File: src/rtl/keypad_encoder.sv
// 4x4 active-low matrix keypad scanner with press/release debounce.
// Emits a one-cycle opcode strobe per accepted key and accumulates a decimal operand.
module keypad_encoder #(
   parameter int SCAN_DIV       = 4,
   parameter int DEBOUNCE_SCANS = 3,
   parameter int WIDTH          = 16
) (
   input  logic             clk,
   input  logic             reset,
   input  logic [3:0]       row_in,
   output logic [3:0]       col_out,
   output logic [2:0]       opcode_out,
   output logic [WIDTH-1:0] number_out,
   output logic [3:0]       key_code
);

   localparam int DIV_W = $clog2(SCAN_DIV);
   localparam int CNT_W = $clog2(DEBOUNCE_SCANS + 1);
   localparam logic [DIV_W-1:0] DIV_LAST = DIV_W'(SCAN_DIV - 1);
   localparam logic [CNT_W-1:0] CNT_ONE  = CNT_W'(1);
   localparam logic [CNT_W-1:0] CNT_LAST = CNT_W'(DEBOUNCE_SCANS);

   localparam logic [1:0] RES_NONE   = 2'd0;
   localparam logic [1:0] RES_SINGLE = 2'd1;
   localparam logic [1:0] RES_MULTI  = 2'd2;

   localparam logic [2:0] S_IDLE     = 3'd0;
   localparam logic [2:0] S_PRESS_DB = 3'd1;
   localparam logic [2:0] S_EMIT     = 3'd2;
   localparam logic [2:0] S_HELD     = 3'd3;
   localparam logic [2:0] S_REL_DB   = 3'd4;

   localparam logic [2:0] OP_NUMBER = 3'b001;
   localparam logic [2:0] OP_CLEAR  = 3'b011;

   logic [3:0]       row_meta_q, row_sync_q;
   logic [DIV_W-1:0] div_q, div_d;
   logic [1:0]       col_q, col_d;
   logic [1:0]       scan_n_q, scan_n_d;
   logic [3:0]       scan_key_q, scan_key_d;
   logic [2:0]       state_q, state_d;
   logic [CNT_W-1:0] cnt_q, cnt_d;
   logic [3:0]       cand_q, cand_d;
   logic             new_entry_q, new_entry_d;
   logic [2:0]       opcode_q, opcode_d;
   logic [WIDTH-1:0] number_q, number_d;
   logic [3:0]       key_code_q, key_code_d;

   logic             sample_en, scan_end;
   logic [1:0]       hit_n, res_n;
   logic [3:0]       hit_key, res_key;
   logic [2:0]       sum_n;

   logic             key_is_digit;
   logic [3:0]       key_digit;
   logic [2:0]       key_op;
   logic [WIDTH+3:0] prod;

   assign col_out    = ~(4'b0001 << col_q);
   assign opcode_out = opcode_q;
   assign number_out = number_q;
   assign key_code   = key_code_q;

   // Column rotation and per-scan accumulation; the current column's sample is
   // merged combinationally so the scan result is available on the scan-end cycle.
   always_comb begin
      sample_en = (div_q == DIV_LAST);
      scan_end  = sample_en && (col_q == 2'd3);
      div_d     = sample_en ? '0 : div_q + 1'b1;
      col_d     = sample_en ? col_q + 2'd1 : col_q;

      hit_n   = 2'd0;
      hit_key = 4'd0;
      for (int r = 0; r < 4; r++) begin
         if (!row_sync_q[r]) begin
            if (hit_n == 2'd0) hit_key = {2'(r), col_q};
            if (hit_n != 2'd2) hit_n = hit_n + 2'd1;
         end
      end

      sum_n   = {1'b0, scan_n_q} + {1'b0, hit_n};
      res_n   = (sum_n >= 3'd2) ? RES_MULTI : sum_n[1:0];
      res_key = (scan_n_q == 2'd0) ? hit_key : scan_key_q;

      scan_n_d   = scan_n_q;
      scan_key_d = scan_key_q;
      if (sample_en) begin
         scan_n_d   = scan_end ? 2'd0 : res_n;
         scan_key_d = scan_end ? 4'd0 : res_key;
      end
   end

   always_comb begin
      key_is_digit = 1'b1;
      key_digit    = 4'd0;
      key_op       = 3'b000;
      case (cand_q)
         4'd0:    key_digit = 4'd1;
         4'd1:    key_digit = 4'd2;
         4'd2:    key_digit = 4'd3;
         4'd4:    key_digit = 4'd4;
         4'd5:    key_digit = 4'd5;
         4'd6:    key_digit = 4'd6;
         4'd8:    key_digit = 4'd7;
         4'd9:    key_digit = 4'd8;
         4'd10:   key_digit = 4'd9;
         4'd13:   key_digit = 4'd0;
         4'd3:    begin key_is_digit = 1'b0; key_op = 3'b100; end
         4'd7:    begin key_is_digit = 1'b0; key_op = 3'b101; end
         4'd11:   begin key_is_digit = 1'b0; key_op = 3'b110; end
         4'd15:   begin key_is_digit = 1'b0; key_op = 3'b111; end
         4'd12:   begin key_is_digit = 1'b0; key_op = OP_CLEAR; end
         default: begin key_is_digit = 1'b0; key_op = 3'b010; end
      endcase
      prod = ({4'b0000, number_q} * (WIDTH+4)'(10)) + (WIDTH+4)'(key_digit);
   end

   always_comb begin
      state_d     = state_q;
      cnt_d       = cnt_q;
      cand_d      = cand_q;
      new_entry_d = new_entry_q;
      opcode_d    = 3'b000;
      number_d    = number_q;
      key_code_d  = key_code_q;

      case (state_q)
         S_IDLE: begin
            if (scan_end && res_n == RES_SINGLE) begin
               cand_d = res_key;
               if (CNT_ONE == CNT_LAST) begin
                  state_d = S_EMIT;
                  cnt_d   = '0;
               end else begin
                  state_d = S_PRESS_DB;
                  cnt_d   = CNT_ONE;
               end
            end
         end
         S_PRESS_DB: begin
            if (scan_end) begin
               if (res_n == RES_SINGLE && res_key == cand_q) begin
                  if (cnt_q + CNT_ONE == CNT_LAST) begin
                     state_d = S_EMIT;
                     cnt_d   = '0;
                  end else begin
                     cnt_d = cnt_q + CNT_ONE;
                  end
               end else begin
                  state_d = S_IDLE;
                  cnt_d   = '0;
               end
            end
         end
         S_EMIT: begin
            state_d    = S_HELD;
            cnt_d      = '0;
            key_code_d = cand_q;
            if (key_is_digit) begin
               if (new_entry_q) begin
                  number_d    = WIDTH'(key_digit);
                  new_entry_d = 1'b0;
                  opcode_d    = OP_NUMBER;
               end else if (prod[WIDTH+3:WIDTH] == 4'd0) begin
                  // Digits that would overflow the operand are silently dropped.
                  number_d = prod[WIDTH-1:0];
                  opcode_d = OP_NUMBER;
               end
            end else begin
               opcode_d    = key_op;
               new_entry_d = 1'b1;
               if (key_op == OP_CLEAR) number_d = '0;
            end
         end
         S_HELD: begin
            if (scan_end && res_n == RES_NONE) begin
               if (CNT_ONE == CNT_LAST) begin
                  state_d = S_IDLE;
                  cnt_d   = '0;
               end else begin
                  state_d = S_REL_DB;
                  cnt_d   = CNT_ONE;
               end
            end
         end
         S_REL_DB: begin
            if (scan_end) begin
               if (res_n == RES_NONE) begin
                  if (cnt_q + CNT_ONE == CNT_LAST) begin
                     state_d = S_IDLE;
                     cnt_d   = '0;
                  end else begin
                     cnt_d = cnt_q + CNT_ONE;
                  end
               end else begin
                  state_d = S_HELD;
                  cnt_d   = '0;
               end
            end
         end
         default: begin
            state_d = S_IDLE;
            cnt_d   = '0;
         end
      endcase
   end

   always_ff @(posedge clk or negedge reset) begin
      if (!reset) begin
         row_meta_q  <= 4'hF;
         row_sync_q  <= 4'hF;
         div_q       <= '0;
         col_q       <= 2'd0;
         scan_n_q    <= 2'd0;
         scan_key_q  <= 4'd0;
         state_q     <= S_IDLE;
         cnt_q       <= '0;
         cand_q      <= 4'd0;
         new_entry_q <= 1'b1;
         opcode_q    <= 3'b000;
         number_q    <= '0;
         key_code_q  <= 4'd0;
      end else begin
         row_meta_q  <= row_in;
         row_sync_q  <= row_meta_q;
         div_q       <= div_d;
         col_q       <= col_d;
         scan_n_q    <= scan_n_d;
         scan_key_q  <= scan_key_d;
         state_q     <= state_d;
         cnt_q       <= cnt_d;
         cand_q      <= cand_d;
         new_entry_q <= new_entry_d;
         opcode_q    <= opcode_d;
         number_q    <= number_d;
         key_code_q  <= key_code_d;
      end
   end

endmodule
File: config.mk
export PLATFORM = sky130hd
export DESIGN_NAME = keypad_encoder
export DESIGN_NICKNAME = d
export VERILOG_FILES = /design/src/rtl/keypad_encoder.sv
export SDC_FILE = /design/constraint.sdc
export NUM_CORES = 1
export LEC_CHECK = 0
export ABC_AREA = 1
export CAP_MARGIN = 20
export CORE_UTILIZATION = 40
export DETAILED_ROUTE_END_ITERATION = 8
export SYNTH_ARGS = -nofsm -noshare
export SYNTH_HDL_FRONTEND = slang
export SYNTH_SLANG_ARGS = --single-unit
File: constraint.sdc
create_clock -name clk -period 3.5 [get_ports clk]
set_clock_uncertainty 0.1 [all_clocks]
set_input_delay 0.35 -clock clk [delete_from_list [all_inputs] [get_ports clk]]
set_output_delay 0.35 -clock clk [all_outputs]
set_load 0.01 [all_outputs]
* After elaboration in Yosys (flattened, before gate mapping)
Cells that the tools add are included.
Storage, ports and cells: bits in registers 51, bits of input ports 6, output and inout port bits 27
Cells by class: $add $sub $neg 8, $mul 1, order comparisons 1, eq/ne operators 34, shift operators 1, mux-type cells 48, bitwise gates (word level) 1, reductions and logical operators 18
Operators by type and width (number):
- $mux W16 | 4
- $pmux W4 S9 | 1
- $mux W2 | 17
- $mux W4 | 8
- $mux W3 | 10
- $eq A4 B4 Y1 const B | 7
- $add A20 B4 Y20 | 1
- $mul A16 B3 Y19 const B | 1
- $pmux W3 S6 | 1
- $eq A4 B3 Y1 const B | 4
- $pmux W3 S5 | 1
- $ne A2 B2 Y1 const B | 7
- $add A2 B1 Y2 const B | 6
- $logic_not A2 Y1 | 5
- $reduce_or A10 Y1 | 1
- $eq A3 B2 Y1 const B | 3
- $eq A4 B2 Y1 const B | 2
- $logic_not A4 Y1 | 2
- $pmux W2 S4 | 1
- $eq A2 B2 Y1 const B | 3
- $ne A3 B3 Y1 const B | 2
- $reduce_and A6 Y1 | 1
- $mux W1 | 5
- $eq A4 B1 Y1 const B | 1
- other kinds (15) | 18

* Longest topological paths before layout
word-level depth 18, depth in mapped cells 26, gate-level depth less buffers 25

* Worst setup path after synthesis
OpenSTA, ideal clock, no wires.
path kind flip-flop to flip-flop, start register row_sync_q[0], end register state_q[0], arrival time 3052 ps, data required time 3263 ps, setup slack 210 ps, stages on the path, launching flop included 16, clock period less this slack 3290 ps, cells stage by stage dfstp_2 -> inv_1 -> ha_1 -> mux2i_1 -> ha_1 -> nand2_1 -> o21ai_0 -> fa_1 -> nor2_1 -> inv_1 -> nor2_1 -> inv_1 -> o21ai_0 -> nand3_1 -> o21ai_0 -> o21ai_0
On the way: cells in the longest elaborated chain, start to end 18, elaborated cells between the ends (all ways) 43, those cells by class 4 x add/sub; 1 x order compare; 9 x eq/ne; 21 x mux; 8 x reduce/logical
RTL lines:
- start, declared | RTL line 36 | logic [3:0] row_meta_q, row_sync_q;
- start signal, assigned | RTL line 225 | row_sync_q <= row_meta_q;
- $mux W1 | RTL line 75 | if (!row_sync_q[r]) begin
- $add A2 B1 Y2 / $ne A2 B2 Y1 (equally long branches) | RTL line 77 | if (hit_n != 2'd2) hit_n = hit_n + 2'd1;
- $mux W2 | RTL line 77
- $mux W2 | RTL line 75
- $add A2 B1 Y2 / $ne A2 B2 Y1 (equally long branches) | RTL line 77
- $mux W2 | RTL line 77
- $mux W2 | RTL line 75
- $add A2 B1 Y2 / $ne A2 B2 Y1 (equally long branches) | RTL line 77
- (+2 left out)
- $add A2 B2 Y3 | RTL line 81 | sum_n = {1'b0, scan_n_q} + {1'b0, hit_n};
- $ge A3 B2 Y1 | RTL line 82 | res_n = (sum_n >= 3'd2) ? RES_MULTI : sum_n[1:0];
- $mux W2 | RTL line 82
- $eq A2 B1 Y1 | RTL line 129, 142
- $logic_and A1 B1 Y1 | RTL line 142 | if (res_n == RES_SINGLE && res_key == cand_q) begin
- $mux W3 | RTL line 142
- $mux W3 | RTL line 141 | if (scan_end) begin
- $pmux W3 S5 | RTL line 127 | case (state_q)
- end signal, assigned | RTL line 230 | state_q <= state_d;
- end, declared | RTL line 41 | logic [2:0] state_q, state_d;
Several ways; a longest one is shown, not always the timed one. The select of a mux whose other input is x is not followed. A chain may end at the register's enable or synchronous reset.

* Worst setup path after layout
start register number_q[1], in the netlist number_out[1], end register number_q[13], in the netlist number_out[13]
On the way: cells in the longest elaborated chain, start to end 5, elaborated cells between the ends (all ways) 8, those cells by class 1 x add/sub; 1 x mul; 1 x eq/ne; 3 x mux; 2 x reduce/logical
RTL lines:
- start, declared | RTL line 46 | logic [WIDTH-1:0] number_q, number_d;
- start signal, assigned | RTL line 235 | number_q <= number_d;
- $mul A16 B3 Y19 * | RTL line 115 | prod = ({4'b0000, number_q} * (WIDTH+4)'(10)) + (WIDTH+4)'(key_digit);
- $add A20 B4 Y20 * | RTL line 115
- $logic_not A4 Y1 / $mux W16 (equally long branches) | RTL line 164 | end else if (prod[WIDTH+3:WIDTH] == 4'd0) begin
- $ne A3 B2 Y1 (no line) / $mux W16 (equally long branches)
- $reduce_and A3 Y1 (no line) / $mux W16 (equally long branches)
Every way passes the cells marked *; elsewhere a longest branch is shown, timed or not. The select of a mux whose other input is x is not followed.

==> impl.org <==
** Status
- The flow ran to the end, but the final reports show violations.
- The final reports fail on hold timing.

** Place
- The number of placed instances, taps included, is 816.
- DPL Wire Length :: 8236 microns
- Summing all placed instances gives a cell area of 4872 sq um.
- Placer congestion estimate :: 0.8721
- Timing analysis after detailed placement gives a worst setup slack of -0.1309 ns.
- Number of port buffers :: 32

** Synthesis
- In the synthesized netlist the dominant register cell turns out to be sky130_fd_sc_hd__dfrtp_1.
- Post-synthesis sequential area ratio :: 30.18%
- For this run, the number of Yosys warnings is 0.
- Post-synth top cells :: 201 x sky130_fd_sc_hd__nand2_1, 98 x sky130_fd_sc_hd__inv_1, 56 x sky130_fd_sc_hd__nand3_1
- Counting distinct cell types in the post-synthesis netlist gives 35.
- FFs w/ async S/R, synth :: 100.0%
- Yosys mapped a number of flops with a built-in enable equal to 0.
- The cell count after synthesis came out at 634.
- The synthesized design contains 51 register bits.
- Dividing the synthesized area by the synthesized cell count gives 6.728 sq um.
- The cell area that synthesis handed to floorplanning was 4265 sq um.
- Top cells by area, synth :: sky130_fd_sc_hd__dfrtp_1 25%, sky130_fd_sc_hd__nand2_1 18%, sky130_fd_sc_hd__ha_1 13%
- The top cell type by area accounts for 24.64% of the synthesized area.
- Cell type with the highest aggregate area in the netlist :: sky130_fd_sc_hd__dfrtp_1
- Counting every net in the synthesized netlist gives 686.
- Library cell with the highest instance count after synthesis :: sky130_fd_sc_hd__nand2_1

** Worst setup path
- For the worst setup path, the data arrival time is 3.56 ns.
- The slowest stage of the critical path is the sky130_fd_sc_hd__fa_2 cell.
- The worst setup path is of the reg2reg kind.
- Largest fanout on the critical path :: 7
- Traced cell by cell, the critical path runs through ha_1 -> ha_2 -> inv_2 -> fa_2 -> nor2_4 -> nand3_2 -> a21oi_2 -> nand3_2 -> nor2_4 -> nand2_2 -> nor2_4 -> nand3_2 -> nand2_1 -> nand2_1 -> nor2_2 -> nand2_2 -> nand2_8 -> clkbuf_16 -> nand3_2 -> nand2_1.
- At the worst endpoint, the required time is 3.64 ns.
- In this design, the stage delay of the slowest critical-path cell is 0.47 ns.
- Critical Path Start Type :: flip-flop
- Worst Setup End Kind :: flip-flop
- Cell seen most often among critical-path stages :: sky130_fd_sc_hd__nand3_2

** Final layout
- After routing the design area is 5439 sq um.
- Multi-input gate area in the final layout :: 2864 sq um
- Fin nets :: 757
- Synthesis-to-layout area growth :: 27.52%
- Final standard cell utilization of the core :: 52.68%
- Of the cells placed in the final design, the portion with a size suffix greater than 1 is 20.40%.
- Diode insertion count for antenna repair :: 0
- After the flow finishes, the layout carries non-filler instances totaling 842.
- Summing all flip-flop and latch instances after layout gives 1287 sq um.
- Count of fill cells added during filler insertion :: 1,015

** Timing
- Setup WS post-layout :: 0.08179 ns
- Slew HR :: 17.39%
- Maximum operating frequency :: 292.6 MHz
- Of the available clock period, the critical path in the final layout requires 97.66%.
- Min cycle time layout :: 3.418 ns
- TNS Setup :: 0 ns
- RSZ-0062 raised after global routing :: yes
- The hold violation count in the final report came to 25.
- At the pin with the least slew margin, the transition time is 1.238 ns.
- On the final layout, the worst hold slack is -0.01385 ns.
- The number of slew-limit violations in the final report came to 0.
- Setup violations remaining at the end of the flow were counted as 0.

** GRT
- The first global-routing pass estimated 18,210 microns of wire.
- The number of global-route vias before repair is 3,876.
- The initial antenna violation count came to 0.
- The total overflow left after global routing is 0.
- Global routing used 20.32% of the available tracks.
- Maximum number of pins on one net before global-route repair :: 33

** Clock network
- Clock buffers created by TritonCTS :: 5
- Clock Sink Count :: 51
- Hold repair after CTS inserted 0 buffers.
- The cell sitting at the root of the clock tree is a sky130_fd_sc_hd__clkbuf_8.
- Clock-pin slew was measured on the worst setup and hold paths at 0.10 ns.
- TritonCTS built the clock tree.
- Counting along the longest clock path gives a buffer depth of 2.
- Clock latency of the later-clocked register in the worst-skew pair :: 0.31 ns
- The H-tree generated during clock tree synthesis spans 2 levels.

** Pwr
- The analysis attributes to cell leakage a power of 2.786 nW.
- The design draws 1.981 mW.
- Maximum resistive drop on vdd :: 0.0002541 V
- Dividing total power by cell area gives a power density of 364.2 nW/um^2.

** Route
- After detailed routing, the average wire length per cell comes to 13.19 microns.
- Initial DRC Count :: 164
- Antenna-violating nets left :: 0
- Ratio of routed vias to standard cells :: 4.999
- Wires add up to 11,110 microns.
- The final route contains 4,209 vias.
- In the routed design, unresolved DRC markers number 0.
- The pre-antenna-repair detailed-routing pass consisted of 5 iterations.

** Floorplan
- The floorplan has 37 rows.
- Area of the die :: 11,080 sq um
- Initial Utilization :: 41.32%
- The core region is 10,320 sq um.
- The die is 105.3 microns wide.
- 33 I/O pins were placed.
- From bottom edge to top edge, the die measures 105.3 microns.

** Run
- The tool flagged a number of max-cap violations equal to 0.

** Hold path
- The tightest min-delay check is of the in2async type.
## worst paths after layout
kind                                           start                         end  slack [ns]  depth (start not counted)
setup / recovery           number_out[1]$_DFFE_PN0P_  number_out[13]$_DFFE_PN0P_        0.08                         20
hold / removal                                 reset      state_q[1]$_DFFE_PN0P_       -0.01                          1
setup reg to reg           number_out[1]$_DFFE_PN0P_  number_out[13]$_DFFE_PN0P_        0.08                         20
hold reg to reg              row_meta_q[3]$_DFF_PN1_     row_sync_q[3]$_DFF_PN1_        0.26                          0
max in group asynchronous                      reset     new_entry_q$_DFFE_PN1P_        2.51                          2
min in group clk             row_meta_q[3]$_DFF_PN1_     row_sync_q[3]$_DFF_PN1_        0.26                          0
## metal layers
metal,vias to the layer above,share of wire [%],global-route usage (%)
met2,102,46,32.19
met3,8,3.8,2.721
met5,-,0,0
met4,0,0.73,4.728
li1,2169,-,-
met1,1930,50,29.29
## kinds of logic after synthesis
kind of cell | count (synthesis) | synth area share, %
buffers and inverters | 108 | 9.944
AOI/OAI and AO/OA | 66 | 8.243
and+or+nand+nor | 357 | 36.17
adders and majority gates | 46 | 14.02
muxes | 1 | 0.2347
DFF | 51 | 30.18
xor gates and xnor gates | 5 | 1.203
## final cells by class
class / count / area share, %
multi-input combinational: 476 / 52.66
timing repair buffer: 69 / 11.53
tap: 136 / 3.129
inverter: 102 / 7.039
sequential: 51 / 23.67
clock buffer: 5 / 1.265
clock inverter: 3 / 0.7131
## power breakdown
group          internal, mW  switching, mW  leakage, nW  total [mW]
registers             0.663         0.0540        0.672       0.717
clock network         0.210          0.202       0.0556       0.411
logic                 0.343          0.509         2.06       0.852
## sequential cells by signal (all words and copies together), names as in the netlist
signal / cells
cand_q: 4
cnt_q: 2
col_q: 2
div_q: 2
key_code: 4
new_entry_q: 1
number_out: 16
opcode_out: 3
row_meta_q: 4
row_sync_q: 4
scan_key_q: 4
scan_n_q: 2
state_q: 3
## cell usage in the layout (no fill, tap or decap), types with 2 or more instances in the layout
cell / n
sky130_fd_sc_hd__a211oi_1: 2
sky130_fd_sc_hd__a21oi_1: 19
sky130_fd_sc_hd__a21oi_2: 3
sky130_fd_sc_hd__and2_1: 2
sky130_fd_sc_hd__buf_4: 34
sky130_fd_sc_hd__clkbuf_8: 5
sky130_fd_sc_hd__clkdlybuf4s50_1: 31
sky130_fd_sc_hd__clkinv_1: 3
sky130_fd_sc_hd__dfrtp_1: 42
sky130_fd_sc_hd__dfstp_2: 9
sky130_fd_sc_hd__fa_2: 2
sky130_fd_sc_hd__ha_1: 34
sky130_fd_sc_hd__ha_2: 7
sky130_fd_sc_hd__ha_4: 2
sky130_fd_sc_hd__inv_1: 92
sky130_fd_sc_hd__inv_2: 8
sky130_fd_sc_hd__nand2_1: 192
sky130_fd_sc_hd__nand2_2: 21
sky130_fd_sc_hd__nand2_8: 3
sky130_fd_sc_hd__nand3_1: 43
sky130_fd_sc_hd__nand3_2: 12
sky130_fd_sc_hd__nand3_4: 2
sky130_fd_sc_hd__nand3b_1: 2
sky130_fd_sc_hd__nand4_1: 16
sky130_fd_sc_hd__nor2_1: 38
sky130_fd_sc_hd__nor2_2: 14
sky130_fd_sc_hd__nor2_4: 8
sky130_fd_sc_hd__nor3_1: 3
sky130_fd_sc_hd__o21ai_0: 25
sky130_fd_sc_hd__o21ai_1: 2
sky130_fd_sc_hd__o21ai_2: 5
sky130_fd_sc_hd__o22ai_1: 6
sky130_fd_sc_hd__xor2_1: 3
## what timing repair did
action,CTS,global route
buffers inserted,1,15
pin swaps,1,51
endpoints found under the setup margin,13,26
resized for setup,4,83
cloned,0,2
## worst max-delay path, delay by kind of cell (launching register included)
kind	cells	cell delay, ns
compound gates	1	0.19
fa+ha+maj	3	0.94
buf+inv	2	0.23
flops	1	0.41
simple gates	14	1.44
Note: power is estimated with default switching activity, not from simulation.
